<file path="config.mk">
export PLATFORM = sky130hd
export DESIGN_NAME = exc_cp0_unit
export DESIGN_NICKNAME = d
export VERILOG_FILES = /design/src/rtl/cp0_pkg.sv /design/src/rtl/cp0_timer.sv /design/src/rtl/exc_cp0_unit.sv
export SDC_FILE = /design/constraint.sdc
export NUM_CORES = 1
export LEC_CHECK = 0
export CORE_ASPECT_RATIO = 0.7
export CORE_MARGIN = 10
export CORE_UTILIZATION = 49
export CTS_CLUSTER_SIZE = 24
export DETAILED_ROUTE_END_ITERATION = 10
export PLACE_DENSITY = 0.85
export RECOVER_POWER = 100
export SLEW_MARGIN = 20
export SYNTH_ARGS = -nofsm -noshare
export SYNTH_HDL_FRONTEND = slang
export SYNTH_SLANG_ARGS = --single-unit
</file>
<file path="constraint.sdc">
create_clock -name clk -period 3.8 [get_ports clk]
set_clock_uncertainty 0.15 [all_clocks]
set_input_delay 0.57 -clock clk [delete_from_list [all_inputs] [get_ports clk]]
set_output_delay 0.57 -clock clk [all_outputs]
set_load 0.02 [all_outputs]
</file>
<file path="src/rtl/cp0_pkg.sv">
`default_nettype none
// ============================================================================
//  Module      : cp0_pkg
//  Description : Shared constants for the CP0 exception unit: exception
//                codes, CP0 register numbers, Status/Cause bit positions,
//                MTC0 write masks and the fixed-priority exception selector.
//  Revision    : 1.0 - initial release
// ============================================================================
package cp0_pkg;

    // Exception codes written to Cause.ExcCode
    localparam logic [4:0] EXC_INT  = 5'd0;
    localparam logic [4:0] EXC_ADEL = 5'd4;
    localparam logic [4:0] EXC_ADES = 5'd5;
    localparam logic [4:0] EXC_SYS  = 5'd8;
    localparam logic [4:0] EXC_BP   = 5'd9;
    localparam logic [4:0] EXC_RI   = 5'd10;
    localparam logic [4:0] EXC_OV   = 5'd12;

    // CP0 register numbers
    localparam logic [4:0] CP0_BADVADDR = 5'd8;
    localparam logic [4:0] CP0_COUNT    = 5'd9;
    localparam logic [4:0] CP0_COMPARE  = 5'd11;
    localparam logic [4:0] CP0_STATUS   = 5'd12;
    localparam logic [4:0] CP0_CAUSE    = 5'd13;
    localparam logic [4:0] CP0_EPC      = 5'd14;

    // Status bit positions
    localparam int ST_IE    = 0;
    localparam int ST_EXL   = 1;
    localparam int ST_IM_LO = 8;
    localparam int ST_IM_HI = 15;

    // Cause bit positions
    localparam int CA_EXC_LO = 2;
    localparam int CA_EXC_HI = 6;
    localparam int CA_IP_LO  = 8;
    localparam int CA_IP_HI  = 15;
    localparam int CA_TI     = 30;
    localparam int CA_BD     = 31;

    // Bits of Status that MTC0 may change: IM[15:8], EXL, IE
    localparam logic [31:0] STATUS_WMASK = 32'h0000_FF03;

    typedef struct packed {
        logic       taken;      // some source won arbitration
        logic [4:0] code;       // ExcCode of the winner
        logic       bad_fetch;  // BadVAddr <- fetch PC
        logic       bad_data;   // BadVAddr <- data address
    } exc_sel_t;

    // Fixed-priority arbitration, highest priority first.
    function automatic exc_sel_t exc_select(
        input logic int_req,
        input logic adel_fetch,
        input logic reserved_inst,
        input logic overflow,
        input logic syscall,
        input logic break_inst,
        input logic adel_load,
        input logic ades_store
    );
        exc_sel_t s;
        s = '{taken: 1'b1, code: EXC_INT, bad_fetch: 1'b0, bad_data: 1'b0};
        if (int_req)            s.code = EXC_INT;
        else if (adel_fetch)    begin s.code = EXC_ADEL; s.bad_fetch = 1'b1; end
        else if (reserved_inst) s.code = EXC_RI;
        else if (overflow)      s.code = EXC_OV;
        else if (syscall)       s.code = EXC_SYS;
        else if (break_inst)    s.code = EXC_BP;
        else if (adel_load)     begin s.code = EXC_ADEL; s.bad_data = 1'b1; end
        else if (ades_store)    begin s.code = EXC_ADES; s.bad_data = 1'b1; end
        else                    s.taken = 1'b0;
        return s;
    endfunction

endpackage : cp0_pkg
`default_nettype wire

</file>
<file path="src/rtl/cp0_timer.sv">
`default_nettype none
// ============================================================================
//  Module      : cp0_timer
//  Description : CP0 Count/Compare timer. Count advances every second clock,
//                TI is sticky once Count equals Compare and is cleared only
//                by a write to Compare.
//  Ports       : clk, resetn         - clock, synchronous active-low reset
//                count_we_i          - load Count from wdata_i, clear toggle
//                compare_we_i        - load Compare from wdata_i, clear TI
//                wdata_i             - write data
//                count_o, compare_o  - current register values
//                ti_o                - timer interrupt flag
//  Revision    : 1.0 - initial release
// ============================================================================
module cp0_timer (
    input  logic        clk,
    input  logic        resetn,
    input  logic        count_we_i,
    input  logic        compare_we_i,
    input  logic [31:0] wdata_i,
    output logic [31:0] count_o,
    output logic [31:0] compare_o,
    output logic        ti_o
);

    logic [31:0] count_q, count_d;
    logic [31:0] compare_q, compare_d;
    logic        toggle_q, toggle_d;
    logic        ti_q, ti_d;

    always_comb begin
        toggle_d  = ~toggle_q;
        count_d   = toggle_q ? count_q + 32'd1 : count_q;
        compare_d = compare_q;
        // The match uses the values held this cycle; a Compare write wins.
        ti_d      = ti_q | (count_q == compare_q);
        if (count_we_i) begin
            count_d  = wdata_i;
            toggle_d = 1'b0;
        end
        if (compare_we_i) begin
            compare_d = wdata_i;
            ti_d      = 1'b0;
        end
    end

    always_ff @(posedge clk) begin
        if (!resetn) begin
            count_q   <= 32'd0;
            compare_q <= 32'd0;
            toggle_q  <= 1'b0;
            ti_q      <= 1'b0;
        end else begin
            count_q   <= count_d;
            compare_q <= compare_d;
            toggle_q  <= toggle_d;
            ti_q      <= ti_d;
        end
    end

    assign count_o   = count_q;
    assign compare_o = compare_q;
    assign ti_o      = ti_q;

endmodule : cp0_timer
`default_nettype wire

</file>
<file path="src/rtl/exc_cp0_unit.sv">
`default_nettype none
// ============================================================================
//  Module      : exc_cp0_unit
//  Description : MEM-stage exception arbiter with CP0 state (Status, Cause,
//                EPC, BadVAddr, Count, Compare). Takes exceptions and masked
//                interrupts, handles ERET and MTC0/MFC0, redirects fetch.
//  Ports       : clk, resetn                 - clock, sync active-low reset
//                pc_i, in_delay_slot_i       - MEM instruction PC / BD flag
//                fetch_pc_i, data_vaddr_i    - candidate BadVAddr values
//                adel_fetch_i .. ades_store_i - exception flags
//                hw_int_i                    - level external interrupts
//                eret_i                      - ERET in MEM
//                mtc0_we_i, cp0_addr_i, mtc0_wdata_i - CP0 access
//                mfc0_rdata_o                - combinational CP0 read
//                exc_flush_o, exc_target_o   - pipeline flush / redirect
//                status_o, cause_o, epc_o    - current register values
//  Revision    : 1.0 - initial release
// ============================================================================
module exc_cp0_unit
    import cp0_pkg::*;
#(
    parameter int          NUM_HW_INT = 6,
    parameter logic [31:0] EXC_VECTOR = 32'hBFC0_0380,
    parameter logic [31:0] STATUS_RST = 32'h0040_0000,
    parameter int          TIMER_EN   = 1
) (
    input  logic                  clk,
    input  logic                  resetn,
    input  logic [31:0]           pc_i,
    input  logic                  in_delay_slot_i,
    input  logic [31:0]           fetch_pc_i,
    input  logic [31:0]           data_vaddr_i,
    input  logic                  adel_fetch_i,
    input  logic                  reserved_inst_i,
    input  logic                  overflow_i,
    input  logic                  syscall_i,
    input  logic                  break_inst_i,
    input  logic                  adel_load_i,
    input  logic                  ades_store_i,
    input  logic [NUM_HW_INT-1:0] hw_int_i,
    input  logic                  eret_i,
    input  logic                  mtc0_we_i,
    input  logic [4:0]            cp0_addr_i,
    input  logic [31:0]           mtc0_wdata_i,
    output logic [31:0]           mfc0_rdata_o,
    output logic                  exc_flush_o,
    output logic [31:0]           exc_target_o,
    output logic [31:0]           status_o,
    output logic [31:0]           cause_o,
    output logic [31:0]           epc_o
);

    // Registered state; Cause is kept as its individual writable fields.
    logic [31:0] status_q,   status_d;
    logic [31:0] epc_q,      epc_d;
    logic [31:0] badvaddr_q, badvaddr_d;
    logic        bd_q,       bd_d;
    logic [4:0]  exccode_q,  exccode_d;
    logic [1:0]  ip_sw_q,    ip_sw_d;
    logic [5:0]  ip_hw_q,    ip_hw_d;

    logic [31:0] w_count, w_compare;
    logic        w_ti;
    logic [31:0] w_cause;
    logic        w_int_req;
    exc_sel_t    w_sel;
    logic        w_mtc0_ok;

    // External lines zero-extended onto IP[7:2]
    always_comb begin
        ip_hw_d                 = 6'd0;
        ip_hw_d[NUM_HW_INT-1:0] = hw_int_i;
    end

    assign w_cause = {bd_q, w_ti, 14'd0,
                      ip_hw_q[5] | w_ti, ip_hw_q[4:0],
                      ip_sw_q, 1'b0, exccode_q, 2'b00};

    assign w_int_req = status_q[ST_IE] & ~status_q[ST_EXL] &
                       (|(w_cause[CA_IP_HI:CA_IP_LO] & status_q[ST_IM_HI:ST_IM_LO]));

    assign w_sel = exc_select(w_int_req, adel_fetch_i, reserved_inst_i, overflow_i,
                              syscall_i, break_inst_i, adel_load_i, ades_store_i);

    // An exception in the same cycle drops any CP0 write entirely.
    assign w_mtc0_ok = mtc0_we_i & ~w_sel.taken;

    assign exc_flush_o  = resetn & (w_sel.taken | eret_i);
    assign exc_target_o = w_sel.taken ? EXC_VECTOR : epc_q;

    always_comb begin
        status_d   = status_q;
        epc_d      = epc_q;
        badvaddr_d = badvaddr_q;
        bd_d       = bd_q;
        exccode_d  = exccode_q;
        ip_sw_d    = ip_sw_q;
        if (w_sel.taken) begin
            exccode_d        = w_sel.code;
            status_d[ST_EXL] = 1'b1;
            // A nested exception keeps the original return address.
            if (!status_q[ST_EXL]) begin
                epc_d = in_delay_slot_i ? pc_i - 32'd4 : pc_i;
                bd_d  = in_delay_slot_i;
            end
            if (w_sel.bad_fetch)     badvaddr_d = fetch_pc_i;
            else if (w_sel.bad_data) badvaddr_d = data_vaddr_i;
        end else begin
            if (eret_i) status_d[ST_EXL] = 1'b0;
            if (w_mtc0_ok) begin
                case (cp0_addr_i)
                    CP0_STATUS: status_d = (status_q & ~STATUS_WMASK) |
                                           (mtc0_wdata_i & STATUS_WMASK);
                    CP0_CAUSE:  ip_sw_d  = mtc0_wdata_i[CA_IP_LO+1:CA_IP_LO];
                    CP0_EPC:    epc_d    = mtc0_wdata_i;
                    default:    ;
                endcase
            end
        end
    end

    always_ff @(posedge clk) begin
        if (!resetn) begin
            status_q   <= STATUS_RST;
            epc_q      <= 32'd0;
            badvaddr_q <= 32'd0;
            bd_q       <= 1'b0;
            exccode_q  <= 5'd0;
            ip_sw_q    <= 2'd0;
            ip_hw_q    <= 6'd0;
        end else begin
            status_q   <= status_d;
            epc_q      <= epc_d;
            badvaddr_q <= badvaddr_d;
            bd_q       <= bd_d;
            exccode_q  <= exccode_d;
            ip_sw_q    <= ip_sw_d;
            ip_hw_q    <= ip_hw_d;
        end
    end

    generate
        if (TIMER_EN != 0) begin : g_timer
            cp0_timer u_timer (
                .clk          (clk),
                .resetn       (resetn),
                .count_we_i   (w_mtc0_ok && cp0_addr_i == CP0_COUNT),
                .compare_we_i (w_mtc0_ok && cp0_addr_i == CP0_COMPARE),
                .wdata_i      (mtc0_wdata_i),
                .count_o      (w_count),
                .compare_o    (w_compare),
                .ti_o         (w_ti)
            );
        end else begin : g_no_timer
            assign w_count   = 32'd0;
            assign w_compare = 32'd0;
            assign w_ti      = 1'b0;
        end
    endgenerate

    always_comb begin
        case (cp0_addr_i)
            CP0_BADVADDR: mfc0_rdata_o = badvaddr_q;
            CP0_COUNT:    mfc0_rdata_o = w_count;
            CP0_COMPARE:  mfc0_rdata_o = w_compare;
            CP0_STATUS:   mfc0_rdata_o = status_q;
            CP0_CAUSE:    mfc0_rdata_o = w_cause;
            CP0_EPC:      mfc0_rdata_o = epc_q;
            default:      mfc0_rdata_o = 32'd0;
        endcase
    end

    assign status_o = status_q;
    assign cause_o  = w_cause;
    assign epc_o    = epc_q;

endmodule : exc_cp0_unit
`default_nettype wire

</file>
---- After elaboration in Yosys (flattened, before gate mapping) ----
Cells that the tools add are included.
storage, ports and cells
  flip-flop bits (word level) ............. 176
  input port bits ......................... 151
operators by class
  $add $sub $neg .......................... 2
  equality and inequality tests ........... 8
  mux-type cells .......................... 38
  bitwise logic cells ..................... 13
  reductions and logical operators ........ 14
operators with widths
  cell                   number
  $mux 32                10
  $pmux 32 s6            1
  $add 32x1->32 const B  1
  $eq 32x32->1           1
  $or 32x16->32          1
  $sub 32x3->32 const B  1
  $eq 5x4->1 const B     6
  $mux 4                 6
  $mux 1                 16
  $reduce_and 3->1       3
  $and 8x8->8            1
  $reduce_bool 2->1      4
  $reduce_or 8->1        1
  $mux 2                 3
  $mux 3                 2
  $and 1x1->1            4
  $not 1->1              4
  $reduce_and 2->1       2
  $reduce_or 2->1        2
  $or 1x1->1             3
  $logic_and 1x1->1      2
  $ne 2x2->1 const B     1

---- Longest topological paths before layout ----
Gate-level depths: netlist (run 1).
  depth in word-level cells ............... 12
  gate-level depth with buffers ........... 9

---- Modules after synthesis ----
Synthesis (run 1) repeated with hierarchy kept, for this count alone.
unflattened totals
  cells, all modules ...................... 1068
  area total of the unflattened synthesis .. 9210.1 µm²
by module, submodules not included
  module        instances  cells an instance  area an instance (µm²)  seq. area each (µm²)
  exc_cp0_unit  1          709                5881.9                  1741.7
  cp0_timer     1          359                3328.2                  1321.3

---- Least setup slack after synthesis (run 1) ----
Ideal clock, no wire load.
  kind .................................... input -> output
  from .................................... input port cp0_addr_i[2]
  to ...................................... output port mfc0_rdata_o[14]
  arrival ................................. 2.006 ns
  data required time ...................... 3.080 ns
  slack ................................... 1.074 ns
  stages .................................. 5
  path buffers ............................ 1
  cells stage by stage .................... or3b_2 nor3_1 clkbuf_1 a22oi_1 nand3_1
between the ends
  longest elaborated chain between the ends .. 2
  elaborated cells on any way between the ends .. 7
  classes of those cells .................. eq/ne: 6; mux: 1
RTL lines
  item                line                 source
  start: declaration  exc_cp0_unit.sv:43   input logic [4:0] cp0_addr_i,
  $eq 5x4->1          exc_cp0_unit.sv:162  case (cp0_addr_i)
  $pmux 32 s6 (*)     exc_cp0_unit.sv:162
  end: declaration    exc_cp0_unit.sv:45   output logic [31:0] mfc0_rdata_o,
Mark *: on every way between the ends. The rest lies on a longest branch, timed or not.

---- Worst setup path after layout (run 1) ----
  from .................................... input port cp0_addr_i[3]
  to ...................................... output port mfc0_rdata_o[31]
Same word-level chain as after synthesis.

==> run_summary.xml, run 1 <==
<?xml version="1.0" encoding="UTF-8"?>
<metrics>
  <group name="routing">
    <metric name="first_iter_violations" unit="">1320</metric>
    <metric name="mean_number_of_vias_per_cell" unit="">5.94</metric>
    <metric name="drt-total-wl" unit="mm">35.3</metric>
    <metric name="wire_per_inst" unit="um">23.1</metric>
    <metric name="dr.pass1.iters" unit="">7</metric>
    <metric name="ant_nets" unit="">0</metric>
    <metric name="drcViolationCount" unit="">0</metric>
    <metric name="routed-via-count" unit="">9094</metric>
  </group>
  <group name="grt">
    <metric name="grt_usage" unit="%">28.5</metric>
    <metric name="number_of_antenna_violations_at_the_first_check_in_global_routing" unit="">0</metric>
    <metric name="grt_start_max_net_pins" unit="">88</metric>
    <metric name="number_of_global_route_vias_before_repair" unit="">8712</metric>
    <metric name="grt.overflow.total" unit="">0</metric>
    <metric name="grt_pass1_wl" unit="mm">52.4</metric>
  </group>
  <group name="sta">
    <metric name="totalNegativeSetupSlack" unit="ns">0</metric>
    <metric name="timing_max_transition_violations_final" unit="">0</metric>
    <metric name="worst_slew_pin_tran" unit="ns">1.46</metric>
    <metric name="max-slew-margin-rel" unit="%">2.45</metric>
    <metric name="hold_slack" unit="ns">0.365</metric>
    <metric name="clock.fmax" unit="MHz">270</metric>
    <metric name="min_period" unit="ns">3.70</metric>
    <metric name="rsz0062_at_grt" unit="">false</metric>
    <metric name="report.final.setup_viol" unit="">0</metric>
    <metric name="period_share" unit="%">97.4</metric>
    <metric name="hold_viol_final" unit="">0</metric>
  </group>
  <group name="setup_path">
    <metric name="r2r_cells" unit="">8</metric>
    <metric name="worst_path_largest_cell_delay" unit="ns">0.69</metric>
    <metric name="cp-end-kind" unit="">output pin</metric>
    <metric name="crit_type" unit="">in -&gt; out</metric>
    <metric name="critical_path_peak_fanout" unit="">32</metric>
    <metric name="critical_path_arrival" unit="ns">2.98</metric>
    <metric name="crit_path_top_delay_cell" unit="">dlygate4sd3_1</metric>
    <metric name="crit_path_cell_trace" unit="">clkdlybuf4s50_1, or3b_2, nor3_2, buf_12, a222oi_1, nand2_1, dlygate4sd3_1</metric>
    <metric name="timing.critical_path.required" unit="ns">3.08</metric>
    <metric name="startpoint_type" unit="">primary input</metric>
  </group>
  <group name="logic_synthesis">
    <metric name="ys_ff_latch" unit="">153</metric>
    <metric name="synth.cell_area" unit="um^2">8700</metric>
    <metric name="synth_top_cells_by_area" unit="">dfxtp_1, mux2i_1, a22oi_1, xnor2_1, buf_4</metric>
    <metric name="synth_xor_area_share" unit="%">8.76</metric>
    <metric name="post-synth-top-area-fraction" unit="%">35.2</metric>
    <metric name="synth.distinct_cells" unit="">59</metric>
    <metric name="synthAdderAreaFrac" unit="%">0.288</metric>
    <metric name="postSynthAreaPerCell" unit="um^2">8.19</metric>
    <metric name="netlist_instances" unit="">1062</metric>
    <metric name="largest_area_contributor_in_the_netlist" unit="">dfxtp_1</metric>
    <metric name="synth-compound-area-share" unit="%">21.0</metric>
    <metric name="main_combinational_cell_family_by_area_after_synthesis" unit="">compound AO/OA/AOI/OAI gates</metric>
    <metric name="ys_seq_area_share" unit="%">35.2</metric>
    <metric name="synth-simple-area-share" unit="%">20.0</metric>
    <metric name="synthesis.yosys.warnings" unit="">0</metric>
    <metric name="synth_async_sr_flop_share" unit="%">0</metric>
    <metric name="synthMuxAreaShare" unit="%">6.57</metric>
    <metric name="synth_enable_flop_cells" unit="">0</metric>
    <metric name="synthFlopType" unit="">dfxtp_1</metric>
  </group>
  <group name="run">
    <metric name="drv_cap" unit="">0</metric>
  </group>
  <group name="cts">
    <metric name="clock_tree.htree_level_count" unit="">4</metric>
    <metric name="clkSlewWorstSetupHoldPaths" unit="ns">0.06</metric>
    <metric name="tritoncts_buffers" unit="">17</metric>
    <metric name="clock_tree.buffer_depth" unit="">2</metric>
    <metric name="tritoncts" unit="">done</metric>
    <metric name="cts-root-buf" unit="">clkbuf_16</metric>
    <metric name="cts.sinks" unit="">153</metric>
    <metric name="clock_latency" unit="ns">0.43</metric>
    <metric name="post_cts_buffers" unit="">0</metric>
  </group>
  <group name="place">
    <metric name="detailed_place_hpwl" unit="mm">26.8</metric>
    <metric name="placedInstanceArea" unit="um^2">11400</metric>
    <metric name="placedCellCount" unit="">1498</metric>
    <metric name="buffer_ports.inserted" unit="">271</metric>
    <metric name="place_congestion" unit="">0.992</metric>
  </group>
  <group name="final_layout">
    <metric name="area_delta_synth_final" unit="%">37.0</metric>
    <metric name="final_cell_area" unit="um^2">11900</metric>
    <metric name="layout_common_cells" unit="">clkdlybuf4s50_1, dfxtp_1, dlygate4sd3_1</metric>
    <metric name="antenna-diode-count" unit="">0</metric>
    <metric name="drive_above_1_share" unit="%">5.31</metric>
    <metric name="mostFrequentLayoutCell" unit="">clkdlybuf4s50_1</metric>
    <metric name="final_nets" unit="">1439</metric>
    <metric name="instances_no_fill" unit="">1530</metric>
  </group>
  <group name="die">
    <metric name="floorplan.core_area" unit="um^2">17300</metric>
    <metric name="floorplan.initialDensity" unit="%">50.3</metric>
    <metric name="die_area" unit="um^2">23600</metric>
    <metric name="rows" unit="">40</metric>
    <metric name="chipWidth" unit="um">179</metric>
    <metric name="ioPinCount" unit="">312</metric>
    <metric name="die_h" unit="um">131</metric>
  </group>
  <group name="power_and_ir_drop">
    <metric name="finalPower" unit="mW">3.91</metric>
    <metric name="power.density_cell_area" unit="nW/um^2">328</metric>
    <metric name="power.static_leakage" unit="nW">4.89</metric>
    <metric name="vdd.ir_drop.worst" unit="V">0.000312</metric>
  </group>
  <group name="hold_path">
    <metric name="holdCritPathClass" unit="">reg -&gt; reg</metric>
    <metric name="timing.hold.worst_path_depth" unit="">2</metric>
  </group>
  <group name="status">
    <metric name="status" unit="">complete, no violations</metric>
  </group>
</metrics>
[state kept, by name, indices dropped and copies added, names as in the netlist]
signal	flops
g_timer.u_timer.compare_o	32
ip_sw_q	2
badvaddr_q	32
bd_q	1
g_timer.u_timer.count_o	32
g_timer.u_timer.toggle_q	1
g_timer.u_timer.ti_o	1
epc_o	32
ip_hw_q	6
exccode_q	4
status_o	10
[worst paths after layout]
path | from | endpoint | slack [ns]
setup / recovery | cp0_addr_i[3] | mfc0_rdata_o[31] | 0.1
hold / removal | epc_o[7] | epc_o[7] | 0.36
setup reg to reg | status_o[9] | badvaddr_q[3] | 0.40
hold reg to reg | epc_o[7] | epc_o[7] | 0.36
[Yosys cell counts, types with 17 or more instances]
cell / count
a211oi_1: 24
a21oi_1: 66
a22oi_1: 64
and2_1: 27
buf_2: 20
buf_4: 49
clkbuf_1: 57
dfxtp_1: 153
mux2i_1: 56
nand2_1: 82
nand3_1: 36
nand4_1: 22
nor2_1: 96
nor3_1: 17
o21ai_0: 48
o22ai_1: 34
xnor2_1: 45
xor2_1: 42
[where the power goes]
group          switching [mW]  internal (mW)
sequential             0.0866           1.66
clock                   0.688          0.892
combinational           0.310          0.272
[cell families (layout without fill, tap and decap cells)]
logic type,after synthesis,in the layout
compound gates,287,287
xor+xnor,87,87
fa+ha+maj,2,2
buf+inv,133,332
flops,153,153
mux,57,57
other cells,2,40
simple gates,341,341
[per-layer routing]
metal	track usage, %	share of wire [%]	vias up
li1	-	-	4209
met1	39.1	42	4234
met2	40.8	42	589
met3	10.8	14	62
met4	7.04	2.0	0
met5	0	0	-
[critical path, delay by kind of cell]
kind	cells	cell delay [ns]
buffers and inverters	3	1.40
and+or+nand+nor	3	0.87
AOI/OAI and AO/OA	1	0.13
[layout make-up]
class	instances	area, um^2
multi-input combinational	814	5100
inverter	6	22.5
timing repair buffer	294	2910
clock buffer	19	433
fill	1409	5390
sequential	153	3060
tap	231	289
clock inverter	13	106
[what timing repair did]
| action | 4_1_cts | 5_1_grt |
|---|---|---|
| hold buffers | 0 | 0 |
| gates resized for setup | 0 | 1 |
| endpoints found under the setup margin | 0 | 17 |
[metrics by stage]
step / worst slack (ns) / utilization [%]
after floorplan: 1.07 / -
after global placement: 0.165 / 66.0
after detailed placement: 0.126 / 66.0
after CTS: 0.0983 / 69.1
after global routing: 0.0269 / 68.9
final: 0.0981 / 68.9
Power figures use the tool's default switching activity.
==> run 2: changes to the inputs <==
SLEW_MARGIN = not set   (was 20)
==> results of run 2 <==
No change in the layout: final DEF, timing and power equal those of run 1.
==> run 3: changes to the inputs <==
CORE_UTILIZATION = 30   (was 49)
PLACE_DENSITY = 0.56   (was 0.85)
==> run 3 against run 2 <==
Compared with the run above: the run now ends with capacitance limit, slew limit left; first-iteration DRC count down 34%; die area up 54%; global-route usage down 7.8 points; cell count up 10%; power up 5.1%; non-clock buffer count up 8; sequential cell count unchanged; sequential power about the same; critical path type unchanged; routed wire length up 12%.
==> run_summary.xml, run 3 (synthesis gave the netlist of run 1 again) <==
<?xml version="1.0" encoding="UTF-8"?>
<metrics>
  <group name="status">
    <metric name="status" unit="">finished, violations left</metric>
    <metric name="violations_in_the_final_reports" unit="">capacitance limit, slew limit</metric>
  </group>
  <group name="routing">
    <metric name="mean_number_of_vias_per_cell" unit="">5.24</metric>
    <metric name="drcViolationCount" unit="">0</metric>
    <metric name="dr.pass1.iters" unit="">5</metric>
    <metric name="ant_nets" unit="">0</metric>
    <metric name="wire_per_inst" unit="um">23.4</metric>
    <metric name="first_iter_violations" unit="">871</metric>
    <metric name="drt-total-wl" unit="mm">39.5</metric>
    <metric name="routed-via-count" unit="">8848</metric>
  </group>
  <group name="setup_path">
    <metric name="critPathTopFamily" unit="">buffers and inverters</metric>
    <metric name="crit_path_top_delay_cell" unit="">dlygate4sd3_1</metric>
    <metric name="crit_type" unit="">in -&gt; out</metric>
    <metric name="cp.buffers_inverters" unit="">4</metric>
    <metric name="crit_path_cell_trace" unit="">clkdlybuf4s50_1, or3b_2, nor2_2, buf_12, buf_4, a22oi_1, nand2_1, dlygate4sd3_1</metric>
    <metric name="r2r_setup_slack" unit="ns">0.56</metric>
    <metric name="worst_path_largest_cell_delay" unit="ns">0.72</metric>
    <metric name="timing.critical_path.required" unit="ns">3.08</metric>
    <metric name="critical_path_arrival" unit="ns">3.00</metric>
    <metric name="r2r_start" unit="">status_o[1]</metric>
    <metric name="critical_path_peak_fanout" unit="">21</metric>
    <metric name="startpoint_type" unit="">primary input</metric>
    <metric name="timing.rr.end" unit="">g_timer.u_timer.compare_o[30]</metric>
    <metric name="r2r_cells" unit="">8</metric>
    <metric name="cp-end-kind" unit="">output pin</metric>
  </group>
  <group name="die">
    <metric name="floorplan.initialDensity" unit="%">30.3</metric>
    <metric name="floorplan.core_area" unit="um^2">28800</metric>
    <metric name="die_h" unit="um">162</metric>
    <metric name="die_area" unit="um^2">36300</metric>
    <metric name="chipWidth" unit="um">224</metric>
    <metric name="rows" unit="">52</metric>
    <metric name="ioPinCount" unit="">312</metric>
  </group>
  <group name="cts">
    <metric name="clkSlewWorstSetupHoldPaths" unit="ns">0.07</metric>
    <metric name="cts-root-buf" unit="">clkbuf_16</metric>
    <metric name="clock_tree.buffer_depth" unit="">2</metric>
    <metric name="clock_latency" unit="ns">0.43</metric>
    <metric name="cts.sinks" unit="">153</metric>
    <metric name="clock_tree.htree_level_count" unit="">4</metric>
    <metric name="tritoncts_buffers" unit="">17</metric>
    <metric name="cts_hold_buf" unit="">0</metric>
    <metric name="tritoncts" unit="">done</metric>
  </group>
  <group name="hold_path">
    <metric name="holdCritPathClass" unit="">reg -&gt; reg</metric>
    <metric name="timing.hold.worst_path_depth" unit="">2</metric>
    <metric name="min-delay-start" unit="">epc_o[6]</metric>
    <metric name="min_to" unit="">epc_o[6]</metric>
  </group>
  <group name="sta">
    <metric name="report.final.setup_viol" unit="">0</metric>
    <metric name="rsz0062_at_grt" unit="">false</metric>
    <metric name="hold_viol_final" unit="">0</metric>
    <metric name="totalNegativeSetupSlack" unit="ns">0</metric>
    <metric name="max-slew-margin-rel" unit="%">-10.4</metric>
    <metric name="period_share" unit="%">98.0</metric>
    <metric name="min_period" unit="ns">3.72</metric>
    <metric name="timing_max_transition_violations_final" unit="">36</metric>
    <metric name="clock.fmax" unit="MHz">268</metric>
    <metric name="worst_slew_pin_tran" unit="ns">1.66</metric>
  </group>
  <group name="grt">
    <metric name="number_of_antenna_violations_at_the_first_check_in_global_routing" unit="">2</metric>
    <metric name="grt_pass1_wl" unit="mm">57.4</metric>
    <metric name="number_of_global_route_vias_before_repair" unit="">8509</metric>
    <metric name="grt_usage" unit="%">20.7</metric>
    <metric name="grt_start_max_net_pins" unit="">88</metric>
    <metric name="grt.overflow.total" unit="">0</metric>
  </group>
  <group name="power_and_ir_drop">
    <metric name="vdd.ir_drop.worst" unit="V">0.000278</metric>
    <metric name="power.static_leakage" unit="nW">4.91</metric>
    <metric name="p_sw_share" unit="%">28.4</metric>
    <metric name="internal-power" unit="mW">2.94</metric>
    <metric name="power_switching" unit="mW">1.17</metric>
    <metric name="p_comb_share" unit="%">14.4</metric>
    <metric name="pwr-share-clk" unit="%">43.0</metric>
    <metric name="power.density_cell_area" unit="nW/um^2">337</metric>
    <metric name="seqPwrFrac" unit="%">42.6</metric>
  </group>
  <group name="final_layout">
    <metric name="final_nets" unit="">1447</metric>
    <metric name="drive_above_1_share" unit="%">6.04</metric>
    <metric name="layout_common_cells" unit="">clkdlybuf4s50_1, dfxtp_1, nor2_1</metric>
    <metric name="area_delta_synth_final" unit="%">40.3</metric>
    <metric name="instances_no_fill" unit="">1688</metric>
    <metric name="mostFrequentLayoutCell" unit="">clkdlybuf4s50_1</metric>
  </group>
  <group name="place">
    <metric name="detailed_place_hpwl" unit="mm">31.1</metric>
    <metric name="placedCellCount" unit="">1653</metric>
    <metric name="place_congestion" unit="">0.894</metric>
    <metric name="buffer_ports.inserted" unit="">271</metric>
  </group>
  <group name="run">
    <metric name="drv_cap" unit="">1</metric>
  </group>
</metrics>
## run 3: cell count changes in the layout (fill, tap and decap cells not counted), sizes merged, moves of 3 or more
cell / change
clkinvlp: -4
clkinv: -3
diode: +3
inv: +7
buf: +10
clkbuf: +4
clkdlybuf4s50: +9
dlygate4sd3: -16
## run 3: worst max-delay path by stage
stage,slack [ns],from,depth (start not counted),end
detailed placement,0.13,break_inst_i,10,epc_o[18]
floorplan,1.07,cp0_addr_i[2],5,mfc0_rdata_o[14]
finish,0.08,cp0_addr_i[3],8,mfc0_rdata_o[4]
global placement,0.19,break_inst_i,7,exc_target_o[17]
global route,0.03,break_inst_i,7,exc_target_o[1]
CTS,0.11,break_inst_i,7,exc_target_o[11]
## run 3: power by group through the flow
stage / clock network, mW / registers [mW] / logic (mW)
2_1_floorplan: 0 / 1.76 / 0.269
3_3_place_gp: 0 / 1.79 / 0.599
3_5_place_dp: 0 / 1.79 / 0.604
4_1_cts: 1.80 / 1.75 / 0.607
5_1_grt: 1.86 / 1.76 / 0.635
6_report: 1.77 / 1.75 / 0.591
## run 3: repair_timing
item                       in CTS  in global routing
setup endpoints to repair       0                  2
resized for setup               0                  1
buffers inserted                0                  0
## run 3: cell type report
type                       count  area, um^2
tap                          378         473
fill                        2931       16500
antenna                        3        7.51
multi-input combinational    814        5100
timing repair buffer         302        2940
inverter                       6        22.5
sequential                   153        3060
clock buffer                  18         439
clock inverter                14         161
## run 3: stage by stage
stage / total power, mW / instance area, um^2 / util [%] / setup WS [ns] / hold slack, ns
floorplan: 2.03 / 8840 / - / 1.07 / 0.316
global placement: 2.39 / 11700 / 40.6 / 0.190 / 0.358
detailed placement: 2.39 / 11700 / 40.6 / 0.133 / 0.357
CTS: 4.16 / 12300 / 42.7 / 0.109 / 0.368
global route: 4.25 / 12200 / 42.4 / 0.0347 / 0.382
finish: 4.11 / 12200 / 42.5 / 0.0755 / 0.357
## run 3: layer usage
metal  GRT usage, %  wire (um)  vias to the layer above
li1               -          -                     4230
met1           30.6      19400                     4196
met2           28.7      15900                      398
met3           6.22       3810                       22
met4           3.71        359                        2
met5              0         13                        -
## run 3: worst reg2reg max path: stages (launching register included)
cell and delay, ns:
dfxtp_1 0.43, nor2b_1 0.42, nand3b_1 0.24, o21ai_4 0.09
buf_12 0.17, nand3_1 0.32, clkbuf_2 0.89, mux2i_1 0.32
nor2_1 0.06
